[config.mk]
export PLATFORM = sky130hd
export DESIGN_NAME = byte_bus_arbiter
export DESIGN_NICKNAME = d
export VERILOG_FILES = /design/src/rtl/byte_bus_arbiter.sv
export SDC_FILE = /design/constraint.sdc
export NUM_CORES = 1
export LEC_CHECK = 0
export CAP_MARGIN = 20
export CORE_ASPECT_RATIO = 1.5
export CORE_MARGIN = 8
export CORE_UTILIZATION = 45
export DETAILED_ROUTE_END_ITERATION = 8
export HOLD_SLACK_MARGIN = 0.1
export PLACE_DENSITY = 0.77
export SKIP_CTS_REPAIR_TIMING = 1
export SLEW_MARGIN = 40
export SYNTH_ARGS = -nofsm -noshare
export SYNTH_HDL_FRONTEND = slang
export SYNTH_SLANG_ARGS = --single-unit
[constraint.sdc]
create_clock -name clk -period 3.7 [get_ports clk]
set_input_delay 0.555 -clock clk [delete_from_list [all_inputs] [get_ports clk]]
set_output_delay 0.555 -clock clk [all_outputs]
set_load 0.05 [all_outputs]
[src/rtl/byte_bus_arbiter.sv]
// rtl/byte_bus_arbiter.sv - two-port round-robin arbiter onto an 8-bit byte-serial memory bus
module byte_bus_arbiter #(
  parameter int TURNAROUND = 1
) (
  input  logic        clk,
  input  logic        rst_n,
  input  logic        req0,
  input  logic        req1,
  input  logic        we0,
  input  logic        we1,
  input  logic [31:0] addr0,
  input  logic [31:0] addr1,
  input  logic [31:0] wdata0,
  input  logic [31:0] wdata1,
  output logic        gnt0,
  output logic        gnt1,
  output logic        done0,
  output logic        done1,
  output logic [31:0] rdata,
  output logic        busy,
  output logic [7:0]  bus_addr,
  output logic [7:0]  bus_dout,
  input  logic [7:0]  bus_din,
  output logic [7:0]  bus_oe,
  output logic [1:0]  bus_phase,
  output logic [1:0]  bus_byte
);

  typedef enum logic [2:0] {
    S_IDLE,
    S_ADDR,
    S_TURN,
    S_RDATA,
    S_DONE
  } state_t;

  localparam logic [1:0] TURN_LAST = 2'((TURNAROUND == 0) ? 0 : TURNAROUND - 1);

  state_t      state_q, state_d;
  logic [1:0]  byte_q, byte_d;
  logic [1:0]  turn_q, turn_d;
  logic        port_q, port_d;
  logic        last_q, last_d;
  logic        we_q, we_d;
  logic [31:0] addr_q, addr_d;
  logic [31:0] wdata_q, wdata_d;
  logic [31:0] rdata_q, rdata_d;
  logic        win;

  always_ff @(posedge clk or negedge rst_n) begin
    if (!rst_n) begin
      state_q <= S_IDLE;
      byte_q  <= 2'd0;
      turn_q  <= 2'd0;
      port_q  <= 1'b0;
      last_q  <= 1'b1;
      we_q    <= 1'b0;
      addr_q  <= 32'd0;
      wdata_q <= 32'd0;
      rdata_q <= 32'd0;
    end else begin
      state_q <= state_d;
      byte_q  <= byte_d;
      turn_q  <= turn_d;
      port_q  <= port_d;
      last_q  <= last_d;
      we_q    <= we_d;
      addr_q  <= addr_d;
      wdata_q <= wdata_d;
      rdata_q <= rdata_d;
    end
  end

  always_comb begin
    state_d = state_q;
    byte_d  = byte_q;
    turn_d  = turn_q;
    port_d  = port_q;
    last_d  = last_q;
    we_d    = we_q;
    addr_d  = addr_q;
    wdata_d = wdata_q;
    rdata_d = rdata_q;
    win     = 1'b0;
    case (state_q)
      S_IDLE: begin
        if (req0 || req1) begin
          // On a tie the port that was not served last wins
          win     = (req0 && req1) ? ~last_q : req1;
          port_d  = win;
          we_d    = win ? we1 : we0;
          addr_d  = win ? addr1 : addr0;
          wdata_d = win ? wdata1 : wdata0;
          byte_d  = 2'd0;
          state_d = S_ADDR;
        end
      end
      S_ADDR: begin
        if (byte_q == 2'd3) begin
          byte_d = 2'd0;
          turn_d = 2'd0;
          if (we_q) begin
            state_d = S_DONE;
          end else if (TURNAROUND == 0) begin
            state_d = S_RDATA;
          end else begin
            state_d = S_TURN;
          end
        end else begin
          byte_d = byte_q + 2'd1;
        end
      end
      S_TURN: begin
        if (turn_q == TURN_LAST) begin
          byte_d  = 2'd0;
          state_d = S_RDATA;
        end else begin
          turn_d = turn_q + 2'd1;
        end
      end
      S_RDATA: begin
        rdata_d[{byte_q, 3'b000} +: 8] = bus_din;
        if (byte_q == 2'd3) begin
          byte_d  = 2'd0;
          state_d = S_DONE;
        end else begin
          byte_d = byte_q + 2'd1;
        end
      end
      S_DONE: begin
        last_d  = port_q;
        byte_d  = 2'd0;
        state_d = S_IDLE;
      end
      default: state_d = S_IDLE;
    endcase
  end

  // Pin outputs decode from reset-cleared state, so they drop the instant rst_n falls
  always_comb begin
    gnt0      = 1'b0;
    gnt1      = 1'b0;
    done0     = 1'b0;
    done1     = 1'b0;
    bus_addr  = 8'd0;
    bus_dout  = 8'd0;
    bus_oe    = 8'd0;
    bus_phase = 2'd0;
    bus_byte  = 2'd0;
    case (state_q)
      S_ADDR: begin
        gnt0      = ~port_q;
        gnt1      = port_q;
        bus_phase = 2'd1;
        bus_byte  = byte_q;
        bus_addr  = addr_q[{byte_q, 3'b000} +: 8];
        if (we_q) begin
          bus_dout = wdata_q[{byte_q, 3'b000} +: 8];
          bus_oe   = 8'hFF;
        end
      end
      S_TURN: begin
        gnt0      = ~port_q;
        gnt1      = port_q;
        bus_phase = 2'd2;
        bus_addr  = addr_q[31:24];
      end
      S_RDATA: begin
        gnt0      = ~port_q;
        gnt1      = port_q;
        bus_phase = 2'd3;
        bus_byte  = byte_q;
      end
      S_DONE: begin
        done0 = ~port_q;
        done1 = port_q;
      end
      default: ;
    endcase
  end

  assign rdata = rdata_q;
  assign busy  = (state_q != S_IDLE);

endmodule

==> results of run 1 <==
synthesized netlist by cell type, drive strengths merged:
| cell | number | area [µm²] |
|---|---|---|
| dfstp | 1 | 26.3 |
| nor3 | 2 | 10.0 |
| and3 | 1 | 6.26 |
| a32oi | 2 | 17.5 |
| a31oi | 1 | 6.26 |
| or2 | 1 | 6.26 |
| clkbuf | 11 | 41.3 |
| mux2i | 1 | 10.0 |
| a21o | 1 | 7.51 |
| a22oi | 8 | 60.1 |
| mux2 | 132 | 1640 |
| buf | 27 | 225 |
| nand2 | 67 | 251 |
| ha | 7 | 87.6 |
| and3b | 1 | 8.76 |
| nor2 | 17 | 71.3 |
| a22o | 1 | 8.76 |
| and2 | 2 | 12.5 |
| nor4b | 1 | 8.76 |
| nand4b | 4 | 35.0 |
| nand2b | 1 | 6.26 |
| inv | 5 | 18.8 |
| mux4 | 16 | 360 |
| a21boi | 1 | 7.51 |
| nor3b | 4 | 45.1 |
| nor2b | 13 | 81.3 |
| nand3 | 1 | 5.00 |
| dfrtp | 105 | 2630 |
| a21oi | 2 | 10.0 |
| or3 | 2 | 17.5 |
| o31ai | 2 | 15.0 |
| o21ai | 32 | 160 |
metrics by stage:
stage	hold slack [ns]	power, mW
2_1_floorplan	0.259	5.39
3_3_place_gp	0.462	6.54
3_5_place_dp	0.471	6.67
4_1_cts	0.228	7.71
5_1_grt	0.260	8.02
6_report	0.200	7.63
logic make-up after synthesis:
| group | synth area share (%) |
|---|---|
| DFF | 45.0 |
| and+or+nand+nor | 9.60 |
| buffers and inverters | 4.84 |
| AOI/OAI and AO/OA | 4.97 |
| muxes | 34.1 |
| adders and majority gates | 1.49 |
power groups by stage:
| stage | Sequential [mW] | Combinational, mW | Clock, mW |
|---|---|---|---|
| floorplan | 2.60 | 2.79 | 0 |
| global route | 2.28 | 4.67 | 1.07 |
| finish | 2.20 | 4.42 | 1.01 |
| global placement | 2.18 | 4.36 | 0 |
| CTS | 2.21 | 4.47 | 1.03 |
| detailed placement | 2.22 | 4.45 | 0 |
cell usage in the layout, fill, tap and decap left out, types with 3 or more instances in the layout:
cell type	n
clkdlybuf4s50_1	205
dfrtp_1	104
mux2_2	92
nand2_1	67
mux2_4	40
o21ai_0	32
mux4_2	16
nor2_1	16
nor2b_1	13
clkbuf_16	9
a22oi_1	8
ha_1	7
inv_1	5
nand4b_1	4
buf_4	4
nor3b_2	3
flip-flops by register name, summed over array words and instances (netlist names):
register / flops
turn_q: 2
state_q: 3
byte_q: 2
last_q: 1
wdata_q: 32
rdata: 32
addr_q: 32
port_q: 1
we_q: 1
per-layer routing:
metal  track usage [%]  vias to the layer above
met5                 0                        -
met4              7.49                        0
met3              4.26                       17
met2              33.9                      152
met1              21.0                     2155
li1                  -                     2027
final cells by class:
cell class	instances	area, µm²	share of cell area (%)
Timing Repair Buffer	212	2130	25.8
Clock buffer	11	233	2.81
Tap cell	159	199	2.40
Multi-Input combinational cell	323	2960	35.8
Inverter	5	18.8	0.227
Sequential cell	106	2660	32.1
Clock inverter	5	78.8	0.952
final timing paths:
check                      slack [ns]                       to  depth (start not counted)             startpoint
min                              0.20  wdata_q[21]$_DFFE_PN0P_                          1                  rst_n
max reg2reg                      1.20    rdata[23]$_DFFE_PN0P_                          5  byte_q[0]$_DFFE_PN0P_
min in group clk                 0.48     rdata[1]$_DFFE_PN0P_                          2   rdata[1]$_DFFE_PN0P_
min reg2reg                      0.48     rdata[1]$_DFFE_PN0P_                          2   rdata[1]$_DFFE_PN0P_
max in group asynchronous        2.88   wdata_q[2]$_DFFE_PN0P_                          2                  rst_n
max                              0.33              bus_addr[4]                          4  byte_q[0]$_DFFE_PN0P_
==> summary.txt, run 1 <==
Routing
  • 1st-iter DRT viols: 163
  • DRC: 0
  • WL met3: between 1 and 1.5 mm
  • Via count: between 4k and 5k
  • Routed wire per std cell: about 20 µm
  • DRT Pass-1 Iters: 5
  • Antenna-violating nets left: 0
  • Metal2 WL: around 8.7 mm
  • DRT met1 WL: roughly 6 mm
  • Max layer used: met4
  • Vias/cell: approximately 5.3
  • DRT Wirelength: between 15 and 20 mm

Floorplan
  • Starting Density: a little under half
  • Die area: roughly 17000 µm²
  • Chip Height: approximately 160 µm
  • Die X: 109 µm
  • FP Rows: 51
  • Core Region: between 10000 and 15000 µm²
  • Io pins: approximately 210

Yosys
  • Cell variety after synth: 40
  • Syn Area/Cell: 12.5 µm²
  • YS warnings: 0
  • Post-Syn Area: slightly below 6000 µm²
  • Yosys reg bits: 106
  • Syn Nets: between 600 and 700
  • Mapped Cells: 472
  • Sequential-to-total area share from yosys stat: between 40% and 50%

Place
  • Area after DPL: 7970 µm²
  • Final HPWL DP: ~12 mm
  • Placed instance count: about 810
  • Pre-CTS setup slack: ~0.69 ns
  • Input/output buffers: just over 200
  • Routability cong.: 0.843

Worst setup path
  • Startpoint types: flip-flop
  • Slowest cell on the critical path: dfrtp_2
  • Biggest fanout along the worst timing path: 27
  • CP Cell Sequence: mux4_2 > a22oi_1 > nor2_1 > clkdlybuf4s50_1
  • Critical Path RT: about 3.1 ns
  • Worst setup EP type: output port
  • WP buf/inv: 1
  • Delay-heaviest family, CP: flip-flops
  • Delay of the slowest cell on the worst path: just under 0.9 ns
  • Crit path arrival time: ~2.8 ns
  • Crit Path Class: flip-flop to output port

Power
  • Net switching power: between 3 and 4 mW
  • Pint: 4.31 mW
  • Max VDD drop: between 0.0004 and 0.0005 V
  • PwrDens: slightly above 900 nW/µm²
  • Clock power share: 13.3%
  • Comb pwr share: 57.9%
  • Sw Share: between 40% and 50%
  • Leakage power: about 3.4 nW
  • Power share of the sequential group: 28.8%

Flow run
  • Max_cap viols: 0

Cells and area
  • Area grow syn2layout: 40.6%
  • Net count, final: 806
  • Fillcell total: a little under 1k
  • Core Util, Final: between 60% and 70%
  • Cell area after layout: 8280 µm²
  • Diodes inserted: 0
  • Finished Layout Cells: 821
  • Layout cell share with drive strength beyond 1: a little over a quarter

Clock network
  • Clock slew at reported path FFs: around 0.07 ns
  • Clk root buf: clkbuf_16
  • TritonCTS clock tree: done
  • H-tree depth: 3
  • Max clock buf depth: 2
  • Cts bufs inserted: 9
  • Clock Latency Late Sink: roughly 0.35 ns
  • # clock sinks: 106

Global route
  • GRT overflow: 0
  • Vias in the first global route: roughly 4.9k
  • Largest net degree at the start of global routing: between 60 and 70
  • Aggregate global-route resource usage: between 10% and 20%
  • Antenna violations before repair: 0
  • Global-route wire length before repair: approximately 25 mm

STA
  • Worst Max-Slew Pin Slew: around 0.80 ns
  • Worst Clk Skew: around 0.0048 ns
  • Setup TNS: 0 ns
  • Fmax: 0.297 GHz
  • Fin crit period: 3.37 ns
  • Final Cycle Share: 91.0%
  • Final setup vio count: 0
  • Slew Limit Fails: 0
  • Final Hold Fails: 0
  • Rel. slew slack: 46.9%
  • Setup ws final: between 0.3 and 0.4 ns
  • RSZ-0062 raised after global routing: false

Run status
  • Status: finished, final reports clean

Min path
  • Tightest Hold Check Type: primary input to asynchronous set/reset pin
No activity file was read; power rests on OpenSTA's default activity.
==> run 2, diff against run 1 <==
--- a/config.mk
+++ b/config.mk
@@ -5,7 +5,6 @@
 export SDC_FILE = /design/constraint.sdc
 export NUM_CORES = 1
 export LEC_CHECK = 0
-export CAP_MARGIN = 20
 export CORE_ASPECT_RATIO = 1.5
 export CORE_MARGIN = 8
 export CORE_UTILIZATION = 45
==> constraint.sdc (replaced) <==
create_clock -name clk -period 3.4 [get_ports clk]
set_input_delay 0.51 -clock clk [delete_from_list [all_inputs] [get_ports clk]]
set_output_delay 0.51 -clock clk [all_outputs]
set_load 0.05 [all_outputs]
==> run 2 against run 1 <==
Net effect:
- critical path depth is 1 higher
- highest routed layer unchanged
- total power is 8.0% higher
- critical endpoint is now bus_addr[0]
- largest cell class unchanged
- non-clock buffer count rose by 6
- die area unchanged
- clock-buffer cell count is 1 lower
==> summary.txt, run 2 (synthesized netlist as in run 1, its figures left out) <==
STA
  • Slew Limit Fails: 0 (unchanged)
  • Final setup vio count: 0 (unchanged)
  • Final Hold Fails: 0 (unchanged)
  • Worst Max-Slew Pin Slew: 0.609 ns (-0.188 ns)
  • Setup ws final: 0.287 ns (-0.0467 ns)
  • Fmax: roughly 0.32 GHz
  • Fin crit period: roughly 3.1 ns
  • RSZ-0062 raised after global routing: false
  • Worst Clk Skew: 0.00628 ns (+0.00148 ns)
  • Setup TNS: 0 ns (unchanged)
  • Rel. slew slack: 59.2% (+12 points)
  • Final Cycle Share: a little over 90%

Worst setup path
  • Delay of the slowest cell on the worst path: 0.72 ns (-0.17 ns)
  • Slowest cell on the critical path: clkdlybuf4s50_1
  • CP endpoint: bus_addr[0]
  • Crit path arrival time: 2.60 ns (-0.21 ns)
  • Startpoint types: flip-flop
  • FF-to-FF path depth: 5 (unchanged)
  • Worst reg2reg path endpoint: rdata[23]$_DFFE_PN0P_
  • WP buf/inv: 2 (+1)
  • Worst setup EP type: output port
  • Biggest fanout along the worst timing path: 14 (-48%)
  • CP startpoint: byte_q[0]$_DFFE_PN0P_
  • CP Cell Sequence: buf_4 > mux4_2 > a22oi_1 > nor2_1 > clkdlybuf4s50_1
  • WP depth: 5 (+1)
  • Delay-heaviest family, CP: buffers and inverters
  • Reg2reg start: byte_q[1]$_DFFE_PN0P_
  • FF-to-FF setup slack: 1.17 ns (-0.03 ns)
  • Critical Path RT: 2.89 ns (-0.25 ns)
  • Crit Path Class: flip-flop to output port

Power
  • Overall power: 8.25 mW (+8.0%)
  • PwrDens: 999 nW/µm² (+8.3%)
  • Max VDD drop: 0.000547 V (+9.5%)
  • Leakage power: 3.41 nW (+0.62%)

Global route
  • Met2 usage: 34.8% (+0.84 points)
  • Antenna violations before repair: 0 (unchanged)
  • Global-route wire length before repair: 25.4 mm (+0.57%)
  • Met1 global-route usage: 20.9% (-0.14 points)
  • Aggregate global-route resource usage: 19.0% (-0.029 points)
  • Largest net degree at the start of global routing: 43 (-38%)
  • Vias in the first global route: 4892 (-0.51%)
  • Top Usage Layer GRT: met2
  • GRT overflow: 0 (unchanged)
  • GR Util met3: 4.55% (+0.29 points)

Place
  • Input/output buffers: 206 (unchanged)
  • Placed instance count: 811 (+0.75%)
  • Routability cong.: 0.827 (-1.9%)
  • Pre-CTS setup slack: 0.625 ns (-0.0694 ns)
  • Area after DPL: 7970 µm² (about the same)
  • Final HPWL DP: 12.8 mm (+4.0%)

Cells and area
  • Layout cell share with drive strength beyond 1: 29.0% (+2.2 points)
  • Commonest non-fill, non-tap cells in the layout: 197 x clkdlybuf4s50_1, 104 x dfrtp_1, 92 x mux2_2
  • Multi-input combinational cell area: 2960 µm² (unchanged)
  • Fillcell total: 1016 (+2.4%)
  • Cell area after layout: 8260 µm² (-0.32%)
  • Area grow syn2layout: 40.1%
  • Commonest non-fill, non-tap cell in the layout: clkdlybuf4s50_1
  • Net count, final: 812 (+0.74%)
  • Register Area: 2660 µm² (unchanged)
  • Finished Layout Cells: 827 (+0.73%)
  • Diodes inserted: 0 (unchanged)

Routing
  • Antenna-violating nets left: 0 (unchanged)
  • Vias/cell: 5.35 (+0.87%)
  • Via count: 4421 (+1.6%)
  • DRC: 0 (unchanged)
  • DRT Wirelength: 16.4 mm (+2.1%)
  • 1st-iter DRT viols: 206 (+26%)
  • Routed wire per std cell: 19.9 µm (+1.4%)
  • DRT Pass-1 Iters: 4 (-1)

Clock network
  • Clk root buf: clkbuf_16
  • Clock slew at reported path FFs: 0.07 ns (about the same)
  • TritonCTS clock tree: done
  • Clock Latency Late Sink: 0.34 ns (about the same)
  • H-tree depth: 3 (unchanged)
  • # clock sinks: 106 (unchanged)
  • Cts bufs inserted: 9 (unchanged)
  • Max clock buf depth: 2 (unchanged)

Run status
  • Status: finished, final reports clean

Floorplan
  • Starting Density: 45.7% (unchanged)
  • Die area: 17100 µm² (unchanged)
  • Core Region: 12900 µm² (unchanged)
  • Io pins: 207 (unchanged)
  • Chip Height: 156 µm (unchanged)
  • Die X: 109 µm (unchanged)
  • FP Rows: 51 (unchanged)

Min path
  • Tightest Hold Check Type: primary input to asynchronous set/reset pin

Flow run
  • Max_cap viols: 0 (unchanged)
==> run 2: cell type report <==
type | count | area share, %
Inverter | 5 | 0.227
Timing Repair Buffer | 218 | 25.8
Tap cell | 159 | 2.41
Clock buffer | 10 | 2.89
Multi-Input combinational cell | 323 | 35.9
Clock inverter | 6 | 0.606
Sequential cell | 106 | 32.2
==> run 2: per-layer routing <==
metal / vias to the layer above / share of wire (%)
met4: 0 / 1.0
met2: 156 / 56
met5: - / 0
met1: 2214 / 37
met3: 7 / 6.8
li1: 2044 / -
==> run 2: worst min path at each step <==
stage	from	to	cells past startpoint
6_report	rst_n	rdata[23]$_DFFE_PN0P_	1
5_1_grt	rst_n	turn_q[0]$_DFFE_PN0P_	1
4_1_cts	rst_n	rdata[23]$_DFFE_PN0P_	1
3_5_place_dp	rdata[9]$_DFFE_PN0P_	rdata[9]$_DFFE_PN0P_	2
3_3_place_gp	rdata[6]$_DFFE_PN0P_	rdata[6]$_DFFE_PN0P_	2
2_1_floorplan	rst_n	addr_q[0]$_DFFE_PN0P_	0
==> run 2: power breakdown <==
| part | switching, mW | internal, mW |
|---|---|---|
| combinational | 2.70 | 2.15 |
| sequential | 0.492 | 1.89 |
| clock | 0.478 | 0.526 |
==> run 2: through the flow <==
step	util (%)	hold WS (ns)
6_report	64.0	0.162
5_1_grt	64.0	0.200
2_1_floorplan	-	0.214
4_1_cts	64.0	0.170
3_3_place_gp	61.8	0.463
3_5_place_dp	61.8	0.471
